<file path="config.mk">
export PLATFORM = sky130hd
export DESIGN_NAME = alu_op_issue_flat
export DESIGN_NICKNAME = d
export VERILOG_FILES = /design/src/rtl/alu_op_issue_if.sv /design/src/rtl/alu_op_issue.sv /design/src/flat_wrapper.sv
export SDC_FILE = /design/constraint.sdc
export NUM_CORES = 1
export LEC_CHECK = 0
export BUFFER_PORTS_ARGS = -buffer_cell sky130_fd_sc_hd__buf_2
export CAP_MARGIN = 20
export CORE_MARGIN = 2
export CORE_UTILIZATION = 40
export DETAILED_ROUTE_END_ITERATION = 10
export GPL_TIMING_DRIVEN = 0
export HOLD_SLACK_MARGIN = 0.08
export PLACE_DENSITY = 0.74
export SLEW_MARGIN = 40
export SYNTH_ARGS = -nofsm -noshare
export SYNTH_HDL_FRONTEND = slang
export SYNTH_SLANG_ARGS = --single-unit
</file>
<file path="constraint.sdc">
create_clock -name CLK -period 3.75 [get_ports CLK]
set_input_delay 0.75 -clock CLK [delete_from_list [all_inputs] [get_ports CLK]]
set_output_delay 0.75 -clock CLK [all_outputs]
set_load 0.1 [all_outputs]
</file>
<file path="src/rtl/alu_op_issue_if.sv">
// Handshake and alu-side signal bundle for alu_op_issue.
// The master side is the environment (ID/EX, EX/MEM and the alu); the slave side is the issue stage.
interface alu_op_issue_if #(
  parameter int unsigned N = 32
);
  logic         IN_VALID;
  logic         IN_READY;
  logic [3:0]   OP;
  logic [N-1:0] OPA;
  logic [N-1:0] OPB;
  logic [N-1:0] ALU_A;
  logic [N-1:0] ALU_B;
  logic         ALU_C0;
  logic         ALU_M;
  logic [3:0]   ALU_S;
  logic [N-1:0] ALU_F;
  logic         ALU_COUT;
  logic         OUT_VALID;
  logic         OUT_READY;
  logic [N-1:0] RESULT;
  logic         OVF;
  logic         ILLEGAL;

  modport master (
    output IN_VALID, OP, OPA, OPB, ALU_F, ALU_COUT, OUT_READY,
    input  IN_READY, ALU_A, ALU_B, ALU_C0, ALU_M, ALU_S, OUT_VALID, RESULT, OVF, ILLEGAL
  );

  modport slave (
    input  IN_VALID, OP, OPA, OPB, ALU_F, ALU_COUT, OUT_READY,
    output IN_READY, ALU_A, ALU_B, ALU_C0, ALU_M, ALU_S, OUT_VALID, RESULT, OVF, ILLEGAL
  );
endinterface

</file>
<file path="src/rtl/alu_op_issue.sv">
// DLX ALU op issue stage: decodes ops onto 74181-style controls, holds the alu
// inputs for one settle cycle, then returns the (compare-post-processed) result.
module alu_op_issue #(
  parameter int unsigned N = 32
) (
  input logic         CLK,
  input logic         RST_N,
  alu_op_issue_if.slave bus
);

  typedef enum logic [1:0] {IDLE, SETTLE, HOLD} state_t;

  typedef enum logic [3:0] {
    OP_ADD   = 4'd0,
    OP_SUB   = 4'd1,
    OP_AND   = 4'd2,
    OP_OR    = 4'd3,
    OP_XOR   = 4'd4,
    OP_PASSB = 4'd5,
    OP_SEQ   = 4'd8,
    OP_SNE   = 4'd9,
    OP_SLT   = 4'd10,
    OP_SGT   = 4'd11,
    OP_SLE   = 4'd12,
    OP_SGE   = 4'd13
  } op_t;

  state_t       state, state_d;
  logic [3:0]   op_q, op_d;
  logic [N-1:0] alu_a_d, alu_b_d, result_d;
  logic [3:0]   alu_s_d;
  logic         alu_m_d, alu_c0_d, ovf_d, illegal_d, out_valid_d, in_ready_d;
  logic         cmp_bit;

  logic f_zero, f_neg, sub_v, lt, add_v;

  // Overflow terms use the latched operand copies still sitting on ALU_A/ALU_B.
  assign f_zero = (bus.ALU_F == '0);
  assign f_neg  = bus.ALU_F[N-1];
  assign sub_v  = (bus.ALU_A[N-1] != bus.ALU_B[N-1]) & (bus.ALU_F[N-1] != bus.ALU_A[N-1]);
  assign add_v  = (bus.ALU_A[N-1] == bus.ALU_B[N-1]) & (bus.ALU_F[N-1] != bus.ALU_A[N-1]);
  assign lt     = f_neg ^ sub_v;

  always_comb begin
    state_d     = state;
    op_d        = op_q;
    alu_a_d     = bus.ALU_A;
    alu_b_d     = bus.ALU_B;
    alu_s_d     = bus.ALU_S;
    alu_m_d     = bus.ALU_M;
    alu_c0_d    = bus.ALU_C0;
    result_d    = bus.RESULT;
    ovf_d       = bus.OVF;
    illegal_d   = bus.ILLEGAL;
    out_valid_d = bus.OUT_VALID;
    in_ready_d  = bus.IN_READY;
    cmp_bit     = 1'b0;

    unique case (state)
      IDLE: begin
        if (bus.IN_VALID) begin
          op_d       = bus.OP;
          alu_a_d    = bus.OPA;
          alu_b_d    = bus.OPB;
          in_ready_d = 1'b0;
          state_d    = SETTLE;
          case (bus.OP)
            OP_ADD:   begin alu_m_d = 1'b0; alu_s_d = 4'b1001; alu_c0_d = 1'b0; end
            OP_SUB, OP_SEQ, OP_SNE, OP_SLT, OP_SGT, OP_SLE, OP_SGE:
                      begin alu_m_d = 1'b0; alu_s_d = 4'b0110; alu_c0_d = 1'b1; end
            OP_AND:   begin alu_m_d = 1'b1; alu_s_d = 4'b1011; alu_c0_d = 1'b0; end
            OP_OR:    begin alu_m_d = 1'b1; alu_s_d = 4'b1110; alu_c0_d = 1'b0; end
            OP_XOR:   begin alu_m_d = 1'b1; alu_s_d = 4'b0110; alu_c0_d = 1'b0; end
            default:  begin alu_m_d = 1'b1; alu_s_d = 4'b1010; alu_c0_d = 1'b0; end
          endcase
        end
      end

      SETTLE: begin
        result_d    = bus.ALU_F;
        ovf_d       = 1'b0;
        illegal_d   = 1'b0;
        out_valid_d = 1'b1;
        state_d     = HOLD;
        case (op_q)
          OP_ADD: ovf_d = add_v;
          OP_SUB: ovf_d = sub_v;
          OP_AND, OP_OR, OP_XOR, OP_PASSB: ;
          OP_SEQ, OP_SNE, OP_SLT, OP_SGT, OP_SLE, OP_SGE: begin
            case (op_q)
              OP_SEQ:  cmp_bit = f_zero;
              OP_SNE:  cmp_bit = !f_zero;
              OP_SLT:  cmp_bit = lt;
              OP_SGT:  cmp_bit = !lt & !f_zero;
              OP_SLE:  cmp_bit = lt | f_zero;
              default: cmp_bit = !lt;
            endcase
            result_d    = '0;
            result_d[0] = cmp_bit;
          end
          default: begin
            result_d  = '0;
            illegal_d = 1'b1;
          end
        endcase
      end

      HOLD: begin
        if (bus.OUT_READY) begin
          out_valid_d = 1'b0;
          in_ready_d  = 1'b1;
          state_d     = IDLE;
        end
      end

      default: begin
        state_d    = IDLE;
        in_ready_d = 1'b1;
      end
    endcase
  end

  always_ff @(posedge CLK or negedge RST_N) begin
    if (!RST_N) begin
      state         <= IDLE;
      op_q          <= '0;
      bus.IN_READY  <= 1'b1;
      bus.OUT_VALID <= 1'b0;
      bus.RESULT    <= '0;
      bus.OVF       <= 1'b0;
      bus.ILLEGAL   <= 1'b0;
      bus.ALU_A     <= '0;
      bus.ALU_B     <= '0;
      bus.ALU_S     <= '0;
      bus.ALU_M     <= 1'b1;
      bus.ALU_C0    <= 1'b0;
    end else begin
      state         <= state_d;
      op_q          <= op_d;
      bus.IN_READY  <= in_ready_d;
      bus.OUT_VALID <= out_valid_d;
      bus.RESULT    <= result_d;
      bus.OVF       <= ovf_d;
      bus.ILLEGAL   <= illegal_d;
      bus.ALU_A     <= alu_a_d;
      bus.ALU_B     <= alu_b_d;
      bus.ALU_S     <= alu_s_d;
      bus.ALU_M     <= alu_m_d;
      bus.ALU_C0    <= alu_c0_d;
    end
  end

endmodule
</file>
<file path="src/flat_wrapper.sv">
// flat-port wrapper written by rule: the top's interface ports become plain ports
module alu_op_issue_flat 
#(
  parameter int unsigned N = 32
)
  (CLK, RST_N, bus_IN_VALID, bus_OP, bus_OPA, bus_OPB, bus_ALU_F, bus_ALU_COUT, bus_OUT_READY, bus_IN_READY, bus_ALU_A, bus_ALU_B, bus_ALU_C0, bus_ALU_M, bus_ALU_S, bus_OUT_VALID, bus_RESULT, bus_OVF, bus_ILLEGAL);
  alu_op_issue_if #(.N(N)) bus_i ();
  input logic CLK;
  input logic RST_N;
  input wire logic [$bits(bus_i.IN_VALID)-1:0] bus_IN_VALID;
  input wire logic [$bits(bus_i.OP)-1:0] bus_OP;
  input wire logic [$bits(bus_i.OPA)-1:0] bus_OPA;
  input wire logic [$bits(bus_i.OPB)-1:0] bus_OPB;
  input wire logic [$bits(bus_i.ALU_F)-1:0] bus_ALU_F;
  input wire logic [$bits(bus_i.ALU_COUT)-1:0] bus_ALU_COUT;
  input wire logic [$bits(bus_i.OUT_READY)-1:0] bus_OUT_READY;
  output wire logic [$bits(bus_i.IN_READY)-1:0] bus_IN_READY;
  output wire logic [$bits(bus_i.ALU_A)-1:0] bus_ALU_A;
  output wire logic [$bits(bus_i.ALU_B)-1:0] bus_ALU_B;
  output wire logic [$bits(bus_i.ALU_C0)-1:0] bus_ALU_C0;
  output wire logic [$bits(bus_i.ALU_M)-1:0] bus_ALU_M;
  output wire logic [$bits(bus_i.ALU_S)-1:0] bus_ALU_S;
  output wire logic [$bits(bus_i.OUT_VALID)-1:0] bus_OUT_VALID;
  output wire logic [$bits(bus_i.RESULT)-1:0] bus_RESULT;
  output wire logic [$bits(bus_i.OVF)-1:0] bus_OVF;
  output wire logic [$bits(bus_i.ILLEGAL)-1:0] bus_ILLEGAL;
  assign bus_i.IN_VALID = bus_IN_VALID;
  assign bus_i.OP = bus_OP;
  assign bus_i.OPA = bus_OPA;
  assign bus_i.OPB = bus_OPB;
  assign bus_i.ALU_F = bus_ALU_F;
  assign bus_i.ALU_COUT = bus_ALU_COUT;
  assign bus_i.OUT_READY = bus_OUT_READY;
  assign bus_IN_READY = bus_i.IN_READY;
  assign bus_ALU_A = bus_i.ALU_A;
  assign bus_ALU_B = bus_i.ALU_B;
  assign bus_ALU_C0 = bus_i.ALU_C0;
  assign bus_ALU_M = bus_i.ALU_M;
  assign bus_ALU_S = bus_i.ALU_S;
  assign bus_OUT_VALID = bus_i.OUT_VALID;
  assign bus_RESULT = bus_i.RESULT;
  assign bus_OVF = bus_i.OVF;
  assign bus_ILLEGAL = bus_i.ILLEGAL;
  alu_op_issue #(.N(N)) u_core (.CLK(CLK), .RST_N(RST_N), .bus(bus_i));
endmodule
</file>
======== Yosys cells after proc, flatten, opt, wreduce, memory -nomap -nowiden ========
Memory sizes are Yosys's and may differ from the RTL's. A register that Yosys moved wholly into a read port is not among the register bits.
Cells that the tools add are included.
operators by class
  $add $sub $neg .......................... 0
  multiply operators ...................... 0
  div/mod/pow operators ................... 0
  magnitude comparators ................... 0
  eq/ne operators ......................... 18
  shifts and indexed selects .............. 0
  muxes and demuxes ....................... 12
  bitwise gates (word level) .............. 6
  reductions and logical operators ........ 14
operators with widths
  cell                                                 number
  case mux 32 bit (2 select lines)                     1
  logical NOT 32 bit                                   1
  equality test 4 bit, second input constant           6
  OR reduction 12 bit                                  1
  OR reduction 6 bit                                   2
  equality test 4 x 2 -> 1 bit, second input constant  2
  equality test 4 x 3 -> 1 bit, second input constant  2
  case mux 2 bit (3 select lines)                      1
  AND reduction 2 bit                                  3
  case mux 1 bit (5 select lines)                      1
  equality test 4 x 1 -> 1 bit, second input constant  1
  logical NOT 4 bit                                    1
  2-to-1 mux 1 bit                                     4
  2-to-1 mux 2 bit                                     2
  != test 2 bit, second input constant                 2
  case mux 1 bit (2 select lines)                      2
  bitwise AND 1 bit                                    3
  logical NOT 1 bit                                    3
  case mux 1 bit (3 select lines)                      1
  AND reduction 3 bit                                  1
  equality test 2 x 1 -> 1 bit, second input constant  1
  equality test 2 bit, second input constant           1
  logical NOT 2 bit                                    1
  != test 1 bit                                        2
  other kinds (5)                                      5
storage, ports and cells
  flip-flop bits (word level) ............. 106
  bits in latches ......................... 0
  memory bits (writable) .................. 0
  bits in read-only memories .............. 96
  input port bits ......................... 105
  output and inout bits ................... 106
  memories ................................ 1
memory list
  memory            depth  bits a word  read ports  clocked after memory_dff  write ports  line                source
  (name not given)  16     6            1           1                         0            alu_op_issue.sv:67  case (bus.OP)

======== Depth between registers and ports, before layout ========
Gate-level depths: netlist (run 1).
  depth in word-level cells ............... 7
  gate-level depth with buffers ........... 8
  mapped depth without buffers ............ 5

======== Least setup slack after synthesis (run 1) ========
No wires, ideal clock.
  kind .................................... register to register
  from .................................... reg u_core.bus.ALU_A[31]
  to ...................................... reg u_core.bus.RESULT[0]
  arrival time ............................ 1.982 ns
  required time ........................... 3.617 ns
  path slack .............................. 1.635 ns
  stages on the path, launching flop included .. 6
  path buffers ............................ 0
  path through ............................ dfrtp_1 -> nor2_1 -> o21ai_2 -> mux2_2 -> a211oi_1 -> a31oi_1
between the ends
  longest elaborated chain between the ends .. 7
ends and longest elaborated chain
  item                                  line                                    source
  start: declaration                    alu_op_issue_if.sv:31                   output IN_READY, ALU_A, ALU_B, ALU_C0, ALU_M, ALU_S, OUT_VALID, RESULT, OVF, ILLEGAL
  start signal: assignment              alu_op_issue.sv:145                     bus.ALU_A <= alu_a_d;
  != test 1 bit                         alu_op_issue.sv:40                      assign sub_v = (bus.ALU_A[N-1] != bus.ALU_B[N-1]) & (bus.ALU_F[N-1] != bus.ALU_A[N-1]);
  bitwise AND 1 bit (*)                 alu_op_issue.sv:40
  bitwise XOR 1 bit (*)                 alu_op_issue.sv:42                      assign lt = f_neg ^ sub_v;
  logical NOT 1 bit                     alu_op_issue.sv:94, alu_op_issue.sv:96
  bitwise AND 1 bit                     alu_op_issue.sv:94                      OP_SGT: cmp_bit = !lt & !f_zero;
  case mux 1 bit (5 select lines) (*)   alu_op_issue.sv:90                      case (op_q)
  case mux 32 bit (2 select lines) (*)  alu_op_issue.sv:85                      case (op_q)
  end signal: assignment                alu_op_issue.sv:142                     bus.RESULT <= result_d;
  end: declaration                      alu_op_issue_if.sv:31
Every way passes the cells marked *; elsewhere a longest branch is shown, timed or not.
A chain may end at the register's enable or synchronous reset.

======== Worst setup path after layout (run 1) ========
  from .................................... reg u_core.bus.IN_READY
  to ...................................... out bus_IN_READY
RTL lines
  item                      line                   source
  start: declaration        alu_op_issue_if.sv:31
  start signal: assignment  alu_op_issue.sv:140    bus.IN_READY <= in_ready_d;
  end: declaration          flat_wrapper.sv:17     output wire logic [$bits(bus_i.IN_READY)-1:0] bus_IN_READY;
No word-level cell between the ends.

==> results of run 1 <==
## through the flow
| step | std cells | utilization (%) | worst slack [ns] | instance area (um^2) | hold WS [ns] |
|---|---|---|---|---|---|
| after floorplan | 447 | - | 1.635 | 4405 | 0.4544 |
| after global placement | 796 | 52.13 | 0.7001 | 5627 | 0.4509 |
| after detailed placement | 797 | 52.48 | 1.699 | 5664 | 0.4561 |
| after CTS | 813 | 54.41 | 1.644 | 5872 | 0.2833 |
| after global routing | 813 | 54.41 | 1.606 | 5872 | 0.2842 |
| final | 813 | 54.41 | 1.663 | 5872 | 0.2839 |
## kinds of logic (layout without fill, tap and decap cells)
kind of cell    Yosys count  in the layout
flops                   112            112
mux                       3              3
compound gates           55             55
xor+xnor                  3              3
buf+inv                  28            254
simple gates            246            246
## Yosys cell counts (all sizes together) (2+ instances only)
cell type and instances:
o21ai 10, nand2b 3, buf 16, o31ai 2, mux2 2, a22o 31
a21oi 7, xor2 2, dfrtp 110, nand4 2, nor3 3, clkbuf 7
a211oi 2, dfstp 2, nand2 216, nor4 8, inv 5, nor2 11
## layer usage
layer / share of wire (%) / GRT usage [%] / up-vias
li1: - / - / 1898
met5: 0 / 0 / -
met2: 49 / 31.32 / 154
met1: 42 / 24.52 / 1868
met3: 8.0 / 5.559 / 13
met4: 1.3 / 7.326 / 0
## cell type report
class                      instances  area [um^2]
buffer                            23        131.4
tap                              140        175.2
timing repair buffer             210         1084
fill                             948         4921
sequential                       112         2805
multi-input combinational        307         1445
clock buffer                      12        135.1
clock inverter                     4        72.57
inverter                           5        23.77
## registers in the layout, summed over array words and instances (netlist names)
name / cells
u_core.bus.OVF: 1
u_core.bus.ALU_C0: 1
u_core.bus.OUT_VALID: 1
u_core.bus.ALU_S: 4
u_core.bus.IN_READY: 1
u_core.bus.ILLEGAL: 1
u_core.bus.RESULT: 32
u_core.bus.ALU_M: 1
u_core.bus.ALU_B: 32
u_core.op_q: 4
u_core.bus.ALU_A: 32
u_core.state: 2
## path summary, 6_finish.rpt
| path | from | endpoint | slack [ns] | cells past startpoint |
|---|---|---|---|---|
| worst max-delay path | u_core.bus.IN_READY | bus_IN_READY | 1.66 | 1 |
| worst min-delay path | RST_N | u_core.bus.OUT_VALID | 0.28 | 1 |
| worst max register to register | u_core.bus.ALU_A[31] | u_core.bus.RESULT[0] | 2.16 | 5 |
| worst min register to register | u_core.bus.ALU_S[2] | u_core.bus.ALU_S[2] | 0.47 | 2 |
| max in group asynchronous | RST_N | u_core.bus.ALU_M | 2.83 | 2 |
| min in group CLK | u_core.bus.ALU_S[2] | u_core.bus.ALU_S[2] | 0.47 | 2 |
==> metrics.md, run 1 <==
| Metric | Value |
|---|---|
| Synth warnings | 0 |
| CTS tree | done |
| GRT Overall Usage | 19.31% |
| Simple-gate share of the synthesized area | 22.07% |
| Global-route wire length before repair | 17770 um |
| Rows | 38 |
| Fin Setup TNS | 0 ns |
| Startpoint Class | flop |
| Worst Hold Class | in -> async |
| Total grt overflow | 0 |
| Final WL | 11380 um |
| DR pass1 iterations | 5 |
| Die Width | 108.9 um |
| Ys async rst share | 100.0% |
| Final period util | 55.65% |
| Port bufs | 209 |
| GPL Wtd Cong | 0.8088 |
| Synth Area in Compound Gates | 9.401% |
| I/O pins | 211 |
| Clk pin slew, worst setup/hold paths | 0.09 ns |
| Ranking of synthesized cells by area | dfrtp_1 62%, nand2_1 18%, a22o_1 6.2%, buf_2 1.4%, dfstp_2 1.2% |
| Adder-cell share of the synthesized area | 0% |
| Most frequent cells in the layout | 220 x buf_2, 216 x nand2_1, 110 x dfrtp_1 |
| Initial antenna violation count | 0 |
| Area Overhead vs Synth | 33.29% |
| Via count | 3933 |
| DRC Markers | 0 |
| Yosys cell types | 29 |
| Vias in the first global route | 3809 |
| Sink Count | 112 |
| Routed WL per cell | 14.00 um |
| CTS resizes | 0 |
| Clock buffer depth | 2 |
| CTS Buf Count | 9 |
| Root Buffer | clkbuf_8 |
| Skew final | 0.009262 ns |
| Mapped Area | 4405 um^2 |
| Commonest non-fill, non-tap cell in the layout | buf_2 |
| Average size of a mapped cell | 9.856 um^2 |
| Slowest-stage cell, CP | dfstp_2 |
| Fmax | 0.4792 GHz |
| Fin. Hold Viols | 0 |
| Worst Path Max Fanout | 3 |
| Unrepaired setup endpoints after global routing | false |
| Mux contribution to synthesized area | 0.7384% |
| Post-synthesis xor/xnor area fraction | 0.5964% |
| Slew margin rel. | 65.19% |
| Part of the Yosys area used for sequential elements | 63.68% |
| Synth top area share | 62.48% |
| Ant. Diodes | 0 |
| Via density | 4.838 |
| Kind of end point of the critical path | output pin |
| Initial core utilization | 40.82% |
| Largest net degree at the start of global routing | 63 |
| Top cell family by delay on the critical path | flip-flops |
| Nets | 773 |
| CP bufs+invs | 1 |
| #FFs+latches synth | 112 |
| Die H | 108.9 um |
| CP Cell Sequence | buf_2 |
| Post-DRT Antenna Nets | 0 |
| Setup CP Type | reg -> out |
| Area leader, netlist | dfrtp_1 |
| Largest family of logic cells by synthesized area | simple AND/OR/NAND/NOR gates |
| Die ar. | 11870 um^2 |
| Syn_nets | 552 |
| Worst-margin pin slew | 0.5222 ns |
| Final HPWL DP | 8580 um |
| Cts hold-fix bufs | 0 |
| Worst path max stage delay | 0.55 ns |
| Post-synthesis instance total | 447 |
| Clock Latency Late Sink | 0.37 ns |
| H-tree Lvls | 3 |
| Synth Flop Type | dfrtp_1 |
| Post-CTS Setup Inserts | 0 |
| Status | finished, final reports clean |
| Setup violators final | 0 |
| Max-cap violations | 0 |
| EDFF count, synth | 0 |
| DR iter-0 viols | 183 |
| Worst EP required | 3.00 ns |
| Max Slew Vio Count | 0 |
| Period minus WS final | 2.087 ns |
| Core area | 10790 um^2 |
| CP arrival | 1.34 ns |
| Share of layout cells above drive strength 1 | 36.55% |
Power of run 1 is left out: the tool's default activity adds up to more than one toggle a clock period on the data nets, which glitch-free logic cannot reach.
==> run 2: changes to the inputs <==
Settings changed: PLACE_DENSITY 0.74 to 0.76.
Clock period 3.75 ns to 1.78 ns, I/O delays scaled along.
==> run 2 against run 1 <==
Net effect: flip-flop and latch count is the same; critical endpoint unchanged; routed wire length is 1.8% higher; hold slack got worse by 0.11 ns; die area unchanged; first-iteration DRC count fell by 18%.
==> metrics.md, run 2 (synthesis gave the netlist of run 1 again) <==
| Metric | Value |
|---|---|
| Status | finished, final reports clean (unchanged) |
| Vias in the first global route | 3879 (was 3809) |
| Via density | 4.837 (was 4.838) |
| Most frequent cells in the layout | 220 x buf_2, 216 x nand2_1, 108 x dfrtp_1 (was 220 x buf_2, 216 x nand2_1, 110 x dfrtp_1) |
| Slew margin rel. | 66.78% (was 65.19%) |
| Worst Hold Class | in -> reg (was in -> async) |
| CP Cell Sequence | buf_2 (unchanged) |
| Reg2reg start | u_core.state[0] (was u_core.bus.ALU_A[31]) |
| Area Overhead vs Synth | 33.31% (was 33.29%) |
| Final WL | 11580 um (was 11380 um) |
| Share of layout cells above drive strength 1 | 37.05% (was 36.55%) |
| HP Start | bus_OPB[12] |
| Global-route wire length before repair | 18460 um (was 17770 um) |
| Sink Count | 112 (unchanged) |
| Startpoint Class | flop (unchanged) |
| Die H | 108.9 um (unchanged) |
| Max-cap violations | 0 (unchanged) |
| Worst-margin pin slew | 0.5017 ns (was 0.5222 ns) |
| Clk pin slew, worst setup/hold paths | 0.10 ns (was 0.09 ns) |
| Post-Place Cells | 797 (unchanged) |
| Setup CP Type | reg -> out (unchanged) |
| Routed WL per cell | 14.26 um (was 14.00 um) |
| Largest regs | u_core.bus.ALU_A x32, u_core.bus.ALU_B x32, u_core.bus.RESULT x32 (unchanged) |
| H-tree Lvls | 3 (unchanged) |
| Post-route cell area | 5873 um^2 (was 5872 um^2) |
| Clock buffer depth | 2 (unchanged) |
| CTS Buf Count | 9 (unchanged) |
| Max Slew Vio Count | 0 (unchanged) |
| Worst EP required | 1.42 ns (was 3.00 ns) |
| Core area | 10790 um^2 (unchanged) |
| Slowest-stage cell, CP | dfstp_2 (unchanged) |
| Setup violators final | 0 (unchanged) |
| DR pass1 iterations | 4 (was 5) |
| Via count | 3928 (was 3933) |
| Cts hold-fix bufs | 1 (was 0) |
| CP arrival | 1.34 ns (about the same) |
| Total grt overflow | 0 (unchanged) |
| CTS resizes | 0 (unchanged) |
| Worst setup startpoint | u_core.bus.IN_READY (unchanged) |
| Largest net degree at the start of global routing | 66 (was 63) |
| Ant. Diodes | 0 (unchanged) |
| Worst Path Max Fanout | 3 (unchanged) |
| Post-CTS Setup Inserts | 0 (unchanged) |
| Final non-filler cell total | 812 (was 813) |
| DR iter-0 viols | 150 (was 183) |
| GRT Overall Usage | 19.91% (was 19.31%) |
| Clock Latency Late Sink | 0.36 ns (was 0.37 ns) |
| Rows | 38 (unchanged) |
| Fin. Hold Viols | 0 (unchanged) |
| Kind of end point of the critical path | output pin (unchanged) |
| Nets | 774 (was 773) |
| Die Width | 108.9 um (unchanged) |
| Fmax | 0.5908 GHz |
| Initial antenna violation count | 0 (unchanged) |
| Commonest non-fill, non-tap cell in the layout | buf_2 (unchanged) |
| WHS Endpoint | u_core.bus.ALU_B[12] |
| I/O pins | 211 (unchanged) |
| Port bufs | 209 (unchanged) |
| GPL Wtd Cong | 0.7364 (was 0.8088) |
| Cell count along the critical path | 1 (unchanged) |
| Final HPWL DP | 8868 um (was 8580 um) |
| Root Buffer | clkbuf_8 (unchanged) |
| Worst reg2reg path depth | 7 (was 5) |
| Die ar. | 11870 um^2 (unchanged) |
| Worst hold stages | 3 |
| Period minus WS final | 1.693 ns |
| Post-DRT Antenna Nets | 0 (unchanged) |
| R2R Setup Slk | 0.21 ns (was 2.16 ns) |
| Worst path max stage delay | 0.56 ns (was 0.55 ns) |
| CP bufs+invs | 1 (unchanged) |
| CTS tree | done (unchanged) |
| Post-DP Area | 5669 um^2 (was 5664 um^2) |
| Skew final | 0.01151 ns (was 0.009262 ns) |
| Final period util | 95.09% |
| Reg2reg end | u_core.bus.ALU_S[1] (was u_core.bus.RESULT[0]) |
| Initial core utilization | 40.82% (unchanged) |
| DRC Markers | 0 (unchanged) |
| Unrepaired setup endpoints after global routing | false (unchanged) |
| Top cell family by delay on the critical path | flip-flops (unchanged) |
run 2: changes by cell type in the layout (fill, tap and decap cells not counted):
cell | previous run | this run
clkbuf_1 | 10 | 7
dlygate4sd3_1 | 0 | 1
bufinv_16 | 2 | 1
clkbuf_8 | 9 | 11
dfrtp_4 | 0 | 1
dfrtp_2 | 0 | 1
dfrtp_1 | 110 | 108
run 2: worst reg2reg max path, stage by stage, from the launching register on:
cell and delay [ns]:
dfrtp_1 0.44, nand2b_1 0.18, or2_1 0.22, buf_6 0.15, inv_6 0.08, buf_6 0.13
nand2_1 0.08, o22a_1 0.19
run 2: area by class of cell:
type	count	area, um^2
clock buffer	11	151.4
inverter	5	23.77
clock inverter	3	42.54
fill	994	4920
multi-input combinational	307	1445
buffer	23	131.4
tap	140	175.2
sequential	112	2810
timing repair buffer	211	1094
run 2: through the flow:
| stage | hold WS (ns) | TNS, ns | worst slack [ns] | utilization, % |
|---|---|---|---|---|
| after global routing | 0.1599 | 0 | 0.04899 | 54.42 |
| after floorplan | 0.06041 | 0 | 0.09788 | - |
| after detailed placement | 0.3337 | 0 | 0.08181 | 52.53 |
| final | 0.1784 | 0 | 0.08737 | 54.42 |
| after CTS | 0.1549 | 0 | 0.06536 | 54.42 |
| after global placement | 0.4516 | -94.18 | -1.194 | 52.18 |
run 2: layer usage:
layer / track usage [%] / part of all wire, % / up-vias
met1: 25.20 / 42 / 1861
met4: 6.685 / 1.1 / 0
met5: 0 / 0 / -
li1: - / - / 1897
met3: 6.216 / 9.1 / 9
met2: 32.43 / 48 / 161
run 2: how the worst max path moves through the flow:
stage,endpoint,slack (ns)
3_3_place_gp,u_core.bus.ALU_A[31],-1.19
4_1_cts,bus_IN_READY,0.07
3_5_place_dp,u_core.bus.RESULT[0],0.08
5_1_grt,bus_IN_READY,0.05
6_report,bus_IN_READY,0.09
2_1_floorplan,u_core.bus.RESULT[0],0.1
Power of run 2 is left out for the same reason.
